**src/rtl/pipeline_ctrl_pkg.sv**
```systemverilog
// Shared definitions for the pipeline sequencing controller: state
// encoding, NOP encoding, default reset vector and the per-stage control bundle.
package pipeline_ctrl_pkg;

    localparam logic [1:0] ST_BOOT    = 2'd0;
    localparam logic [1:0] ST_RUN     = 2'd1;
    localparam logic [1:0] ST_WAIT_MC = 2'd2;
    localparam logic [1:0] ST_HALT    = 2'd3;

    // addi x0,x0,0 -- what a flushed pipe register holds
    localparam logic [31:0] NOP_INST       = 32'h0000_0013;
    localparam logic [31:0] DEF_RESET_ADDR = 32'h0000_0000;

    typedef struct packed {
        logic hold_pc;
        logic hold_ifid;
        logic hold_idex;
        logic flush_ifid;
        logic flush_idex;
        logic rd_we_gate;
    } stage_ctrl_t;

    // Everything frozen and flushed, no writeback
    localparam stage_ctrl_t CTRL_BOOT  = '{hold_pc: 1'b1, hold_ifid: 1'b1, hold_idex: 1'b1,
                                          flush_ifid: 1'b1, flush_idex: 1'b1, rd_we_gate: 1'b0};
    // Free-running pipe with writeback
    localparam stage_ctrl_t CTRL_RUN   = '{hold_pc: 1'b0, hold_ifid: 1'b0, hold_idex: 1'b0,
                                          flush_ifid: 1'b0, flush_idex: 1'b0, rd_we_gate: 1'b1};
    // Pipe frozen in place, no writeback
    localparam stage_ctrl_t CTRL_STALL = '{hold_pc: 1'b1, hold_ifid: 1'b1, hold_idex: 1'b1,
                                          flush_ifid: 1'b0, flush_idex: 1'b0, rd_we_gate: 1'b0};

endpackage

```
**src/rtl/pipeline_ctrl_sat_counter.sv**
```systemverilog
// Saturating up-counter with synchronous clear; sticks at all-ones.
module sat_counter #(
    parameter int WIDTH = 32
) (
    input  logic             clk,
    input  logic             clr,
    input  logic             inc,
    output logic [WIDTH-1:0] cnt
);

    // Clear wins over increment; increment stops at the top value
    always_ff @(posedge clk) begin
        if (clr)
            cnt <= '0;
        else if (inc && (cnt != '1))
            cnt <= cnt + WIDTH'(1);
    end

endmodule

```
**src/rtl/pipeline_ctrl.sv**
```systemverilog
// Sequencing controller for the 3-stage IF/ID/EX core: redirect/flush on
// taken jumps, stall around multi-cycle EX ops with timeout, debug halt/resume.
module pipeline_ctrl
    import pipeline_ctrl_pkg::*;
#(
    parameter int              ADDR_W     = 32,
    parameter logic [ADDR_W-1:0] RESET_ADDR = ADDR_W'(DEF_RESET_ADDR),
    parameter int              MC_TIMEOUT = 64
) (
    input  logic              sys_clk,
    input  logic              sys_rst_n,
    input  logic              jump_en_i,
    input  logic [ADDR_W-1:0] jump_addr_i,
    input  logic              mc_start_i,
    input  logic              mc_done_i,
    input  logic              halt_req_i,
    input  logic              resume_i,
    output logic              pc_load_o,
    output logic [ADDR_W-1:0] pc_load_addr_o,
    output logic              hold_pc_o,
    output logic              hold_ifid_o,
    output logic              hold_idex_o,
    output logic              flush_ifid_o,
    output logic              flush_idex_o,
    output logic              rd_we_gate_o,
    output logic              halted_o,
    output logic              mc_abort_o,
    output logic              mc_err_o,
    output logic [31:0]       stall_cnt_o
);

    localparam int              TO_W    = (MC_TIMEOUT > 2) ? $clog2(MC_TIMEOUT) : 1;
    localparam logic [TO_W-1:0] TO_LAST = TO_W'(MC_TIMEOUT - 1);

    logic [1:0]      state, nxt_state;
    logic [TO_W-1:0] to_cnt;
    logic            halt_blk;   // set by resume while halt_req_i still high
    stage_ctrl_t     ctrl;

    // Per-stage controls and next state from current state and EX events
    always_comb begin
        ctrl           = CTRL_RUN;
        nxt_state      = state;
        pc_load_o      = 1'b0;
        pc_load_addr_o = '0;
        halted_o       = 1'b0;
        mc_abort_o     = 1'b0;
        if (!sys_rst_n) begin
            ctrl      = CTRL_BOOT;
            nxt_state = ST_BOOT;
        end else begin
            case (state)
                ST_BOOT: begin
                    ctrl           = CTRL_BOOT;
                    pc_load_o      = 1'b1;
                    pc_load_addr_o = RESET_ADDR;
                    nxt_state      = ST_RUN;
                end
                ST_RUN: begin
                    // jump > mc_start > halt; a jump alongside mc_start drops the mc op
                    if (jump_en_i) begin
                        pc_load_o       = 1'b1;
                        pc_load_addr_o  = jump_addr_i;
                        ctrl.flush_ifid = 1'b1;
                        ctrl.flush_idex = 1'b1;
                    end else if (mc_start_i) begin
                        nxt_state = ST_WAIT_MC;
                    end else if (halt_req_i && !halt_blk) begin
                        nxt_state = ST_HALT;
                    end
                end
                ST_WAIT_MC: begin
                    ctrl = CTRL_STALL;
                    if (mc_done_i) begin
                        ctrl.rd_we_gate = 1'b1;
                        nxt_state       = ST_RUN;
                    end else if (to_cnt == TO_LAST) begin
                        mc_abort_o      = 1'b1;
                        ctrl.flush_idex = 1'b1;
                        nxt_state       = ST_RUN;
                    end
                end
                default: begin
                    ctrl     = CTRL_STALL;
                    halted_o = 1'b1;
                    if (resume_i)
                        nxt_state = ST_RUN;
                end
            endcase
        end
    end

    assign hold_pc_o    = ctrl.hold_pc;
    assign hold_ifid_o  = ctrl.hold_ifid;
    assign hold_idex_o  = ctrl.hold_idex;
    assign flush_ifid_o = ctrl.flush_ifid;
    assign flush_idex_o = ctrl.flush_idex;
    assign rd_we_gate_o = ctrl.rd_we_gate;

    // State, WAIT_MC cycle counter, sticky timeout flag and halt re-arm flop
    always_ff @(posedge sys_clk) begin
        if (!sys_rst_n) begin
            state    <= ST_BOOT;
            to_cnt   <= '0;
            mc_err_o <= 1'b0;
            halt_blk <= 1'b0;
        end else begin
            state  <= nxt_state;
            // counter sits at zero outside WAIT_MC so each op starts fresh
            to_cnt <= (state == ST_WAIT_MC) ? to_cnt + TO_W'(1) : '0;
            if (mc_abort_o)
                mc_err_o <= 1'b1;
            if (!halt_req_i)
                halt_blk <= 1'b0;
            else if ((state == ST_HALT) && resume_i)
                halt_blk <= 1'b1;
        end
    end

    sat_counter #(.WIDTH(32)) u_stall_cnt (
        .clk (sys_clk),
        .clr (!sys_rst_n),
        .inc (hold_pc_o && (state != ST_BOOT)),
        .cnt (stall_cnt_o)
    );

endmodule
```
**config.mk**
```make
export PLATFORM = sky130hd
export DESIGN_NAME = pipeline_ctrl
export DESIGN_NICKNAME = d
export VERILOG_FILES = /design/src/rtl/pipeline_ctrl_pkg.sv /design/src/rtl/pipeline_ctrl_sat_counter.sv /design/src/rtl/pipeline_ctrl.sv
export SDC_FILE = /design/constraint.sdc
export NUM_CORES = 1
export LEC_CHECK = 0
export ABC_AREA = 1
export BUFFER_PORTS_ARGS = -buffer_cell sky130_fd_sc_hd__buf_2
export CAP_MARGIN = 0
export CORE_UTILIZATION = 53
export DETAILED_ROUTE_END_ITERATION = 8
export PLACE_DENSITY = 0.87
export SLEW_MARGIN = 20
export SYNTH_ARGS = -nofsm -noshare
export SYNTH_HDL_FRONTEND = slang
export SYNTH_SLANG_ARGS = --single-unit
```
**constraint.sdc**
```tcl
create_clock -name sys_clk -period 3.5 [get_ports sys_clk]
set_clock_uncertainty 0.2 [all_clocks]
set_input_delay 0.525 -clock sys_clk [delete_from_list [all_inputs] [get_ports sys_clk]]
set_output_delay 0.525 -clock sys_clk [all_outputs]
set_load 0.02 [all_outputs]
```
### After elaboration in Yosys (flattened, before gate mapping)

Index checks and enable logic that the tools add are counted.

| storage, ports and cells | value |
|---|---|
| flip-flop bits (word level) | 42 |
| latch bits | 0 |
| RAM bits | 0 |
| bits in read-only memories | 0 |
| input port bits | 39 |
| output and inout port bits | 74 |
| word-level logic and storage cells | 52 |
| memories | 0 |

| operators by class | value |
|---|---|
| add/subtract/negate cells | 2 |
| $mul | 0 |
| div/mod/pow operators | 0 |
| $lt $le $gt $ge | 0 |
| equality and inequality tests | 8 |
| shift-type cells | 0 |
| muxes and demuxes | 25 |
| bitwise logic cells | 0 |
| reductions and logical operators | 12 |

Operators with widths:

| cell | count |
|---|---|
| 32-bit two-way mux | 3 |
| 32-bit by 1-bit adder with 32-bit output (second input constant) | 1 |
| 32-bit inequality test (second input constant) | 1 |
| 2-bit two-way mux | 7 |
| 2-bit case mux with 3 select lines | 2 |
| 1-bit two-way mux | 9 |
| 6-bit by 1-bit adder with 6-bit output (second input constant) | 1 |
| 6-bit == test (second input constant) | 1 |
| 6-bit two-way mux | 1 |
| 3-bit inequality test (second input constant) | 2 |
| 2-bit == test (second input constant) | 2 |
| 1-bit logical AND | 4 |
| 1-bit case mux with 2 select lines | 2 |
| 2-bit AND reduction | 2 |
| 4-bit AND reduction | 1 |
| 4-bit nonzero test | 1 |
| 3-bit two-way mux | 1 |
| 3-bit OR reduction | 1 |
| 2-bit by 1-bit == test with 1-bit output (second input constant) | 1 |
| 2-bit zero test | 1 |
| 2-bit inequality test (second input constant) | 1 |
| 2-bit nonzero test | 1 |
| 1-bit zero test | 1 |

### Depth between registers and ports, before layout

| depth | value |
|---|---|
| depth in word-level cells | 7 |
| depth in mapped cells | 11 |
| gate-level depth less buffers | 11 |

### Hierarchy

From an unflattened synthesis, not the netlist that was laid out.

| unflattened totals | value |
|---|---|
| cell total of the unflattened synthesis | 488 |
| area, all modules | 2980.4 sq um |

By module, submodules not included:

| module | times used | cells an instance | area each (sq um) |
|---|---|---|---|
| sat_counter | 1 | 324 | 2062.0 |
| pipeline_ctrl | 1 | 164 | 918.4 |

### Worst setup path before layout

No wires, ideal clock.

| path | value |
|---|---|
| path kind | input to output |
| start | input sys_rst_n |
| end | output hold_ifid_o |
| data arrival time | 1474 ps |
| setup slack | 1301 ps |
| cell stages on the path | 4 |
| cell sequence | buf_2 nand2_4 clkbuf_1 buf_4 |

| on the way | value |
|---|---|
| cells in the longest elaborated chain, start to end | 1 |

Ends and longest elaborated chain:

| item | line | source |
|---|---|---|
| from (decl) | pipeline_ctrl.sv:11 | `input logic sys_rst_n,` |
| 6-bit two-way mux | pipeline_ctrl.sv:48 | `if (!sys_rst_n) begin` |
| to (decl) | pipeline_ctrl.sv:21 | `output logic hold_ifid_o,` |

No other way between the ends.

### Worst setup path after layout

| path | value |
|---|---|
| start | register state[1] |
| end | output rd_we_gate_o |

| on the way | value |
|---|---|
| cells in the longest elaborated chain, start to end | 3 |
| elaborated cells between the ends (all ways) | 4 |
| classes of those cells | eq/ne: 2; mux: 2 |

Ends and longest elaborated chain:

| item | line | source |
|---|---|---|
| from (decl) | pipeline_ctrl.sv:35 | `logic [1:0] state, nxt_state;` |
| from (signal assigned) | pipeline_ctrl.sv:108 | `state <= nxt_state;` |
| 2-bit == test or 2-bit by 1-bit == test with 1-bit output (tied branches) | pipeline_ctrl.sv:52 | `case (state)` |
| 1-bit case mux with 2 select lines * | pipeline_ctrl.sv:52 |  |
| 6-bit two-way mux * | pipeline_ctrl.sv:48 |  |
| to (decl) | pipeline_ctrl.sv:25 | `output logic rd_we_gate_o,` |

Mark *: on every way between the ends. The rest lies on a longest branch, timed or not.

==> results by group <==
Drt
  – Residual DRC count: 0
  – Met1 Wirelength: between 3 and 4 mm
  – WL final: ~8.0 mm
  – 1st-iter DRT viols: about 300
  – Avg WL per Cell: 12.2 um
  – Vias per inst: 5.25
  – Antenna Nets Post-Route: 0
  – Metal2 WL: around 3.9 mm
  – Metal3 WL: about 520 um
  – 1st-pass router iterations: 5
  – Routed via count: 3420
  – Highest routed layer: met4

Floorplan
  – Num rows: 26
  – Die Height: 75.8 um
  – DIE WIDTH: between 70 and 80 um
  – Core Area: 5170 sq um
  – Die area: between 5000 and 6000 sq um
  – I/O pin total: 113
  – Starting density of the core: a little under three fifths

Setup path
  – Worst Path Required: between 2 and 3 ns
  – Critical Path AT: 1.72 ns
  – Startpoint types: flop
  – CP Capture Type: output pin
  – WS Path Type: flop to output pin
  – Crit path max fanout: 37

Layout
  – Util after Layout: between 60 and 70%
  – Ant diodes: 0
  – Fill cells: roughly 480
  – Post-layout instance area: roughly 3500 sq um
  – Final net count: between 600 and 700
  – FF/Latch Area: ~840 sq um
  – Layout overhead on the synthesized area: 22.8%
  – Layout cells sized above 1: about a quarter
  – Area of the multi-input gates: about 1700 sq um

STA
  – Count of pins over their slew limit: 0
  – FMAX: approximately 0.4 GHz
  – Slew @ Worst Pin: between 0.5 and 0.6 ns
  – Setup tns final: 0 ns
  – Slew HR: ~67%
  – Fin crit share: 69.7%
  – Final Hold Viols: 0
  – Fin crit period: ~2.4 ns
  – RSZ-0062 raised after global routing: false
  – Final Setup Violations: 0

Place
  – Port-buffer cells: 112
  – Post-DP HPWL: 6.13 mm
  – RD Place Congestion: slightly above 0.9
  – Area after DPL: roughly 3400 sq um

Synth
  – Mapped Cells: ~480
  – Synth top cells by count: nand2_1, nor2_1, inv_1
  – Seq/Total Area, Yosys: between 20% and 30%
  – Cell taking the most area after synthesis: dfxtp_1
  – Synth Net Count: 524
  – Post-synth EDFFs: 0
  – FFs w/ async S/R, synth: 0%
  – Mapped cell area: slightly below 3000 sq um
  – Mean post-synth cell area: roughly 6 sq um
  – Most used flip-flop cell after synthesis: dfxtp_1
  – Syn. warnings: 0
  – Yosys top cell area share: 29.1%
  – Synth top area cells: dfxtp_1, nand2_1, nor2_1, inv_1, nand3_1
  – Flops & latches, synth: 42
  – Synth cell types: 27
  – Most frequent cell after synthesis: nand2_1

Pwr
  – Static Leakage: 0.00179 uW
  – PwrDens: around 400 nW/um^2
  – VDD IR max: between 0.2 and 0.25 mV

Clock tree
  – Root buffer cell: clkbuf_8
  – CTS buffer count: 5
  – Clock latency on the worst-skew pair: about 0.3 ns
  – Clk sinks: 42
  – Post-CTS Resized: 0
  – Postcts setup bufs: 0
  – CTS tree: yes
  – H-Tree Level Count: 2
  – Clock slew at reported path FFs: roughly 0.08 ns
  – Cts-stage hold buffer count: 0
  – Bufs on Longest Clock Path: 2

Global route
  – Initial antenna violation count: 0
  – Vias in the first global route: 2858
  – Largest net degree at the start of global routing: 38
  – Remaining Overflow, GRT: 0
  – Gr usage total: approximately 29%
  – Global-route wire length before repair: around 13 mm

Min path
  – Hold Path Class: flop to flop

Run
  – Number of max-cap violations: 0

Status
  – Outcome: finished clean
[power by group]
part           switching, uW  internal (uW)  leakage, uW  total [uW]
Clock                    178            210    0.0000579         388
Sequential              27.8            503     0.000339         530
Combinational            346            157      0.00139         503
Total                    551            870      0.00179        1420
[per-stage QoR]
step	worst slack (ns)	hold WS (ns)	total power [uW]	std cells
6_report	1.06	0.260	1420	651
5_1_grt	0.903	0.294	1500	651
4_1_cts	1.04	0.260	1420	651
3_5_place_dp	1.08	0.243	1040	643
3_3_place_gp	1.15	0.240	1030	643
2_1_floorplan	1.30	0.218	914	478
[path summary, 6_finish.rpt]
kind	from	endpoint	slack, ns	cells past startpoint
worst max-delay path	state[1]	rd_we_gate_o	1.06	5
worst min-delay path	to_cnt[0]	to_cnt[0]	0.26	1
worst max register to register	state[1]	u_stall_cnt.cnt[31]	1.12	11
worst min register to register	to_cnt[0]	to_cnt[0]	0.26	1
[logic make-up after synthesis]
logic type      count (synthesis)  synth area share (%)
xor+xnor                        3                 0.911
simple gates                  322                  50.0
flops                          42                  29.1
fa+ha+maj                       7                  3.04
buf+inv                        69                  10.3
compound gates                 35                  6.63
[registers in the layout, indices dropped and copies added (netlist names)]
signal and flops:
mc_err_o 1, to_cnt 6, halt_blk 1, u_stall_cnt.cnt 32
state 2
[placed cells by master, fill, tap and decap left out, drive strengths merged]
| cell | instances |
|---|---|
| bufinv | 1 |
| o21ai | 5 |
| a21boi | 1 |
| xnor2 | 2 |
| nand2 | 138 |
| ha | 7 |
| xor2 | 1 |
| clkbuf | 5 |
| a31oi | 9 |
| o21a | 1 |
| nand3 | 38 |
| clkinv | 2 |
| nor2 | 120 |
| dfxtp | 42 |
| a21oi | 19 |
| nor3 | 5 |
| inv | 51 |
| nand3b | 1 |
| buf | 113 |
| nand4 | 20 |
[worst max-delay path: stages, from the launching register on]
cell and delay (ns):
dfxtp_1 0.35, inv_1 0.10, ha_1 0.28, nand2_4 0.25
a21boi_0 0.24, buf_2 0.18
[cell type report]
class	count	share of cell area (%)
Multi-Input combinational cell	367	49.3
Sequential cell	42	23.7
Timing Repair Buffer	113	16.0
Inverter	51	5.40
Tap cell	70	2.47
Clock buffer	5	1.94
Clock inverter	3	1.13
[metal layers]
metal	vias to the layer above	global-route usage, %
li1	1709	-
met1	1547	36.2
met2	152	50.9
met3	12	4.63
met4	0	8.44
met5	-	0
(Power assumes the default switching activity.)
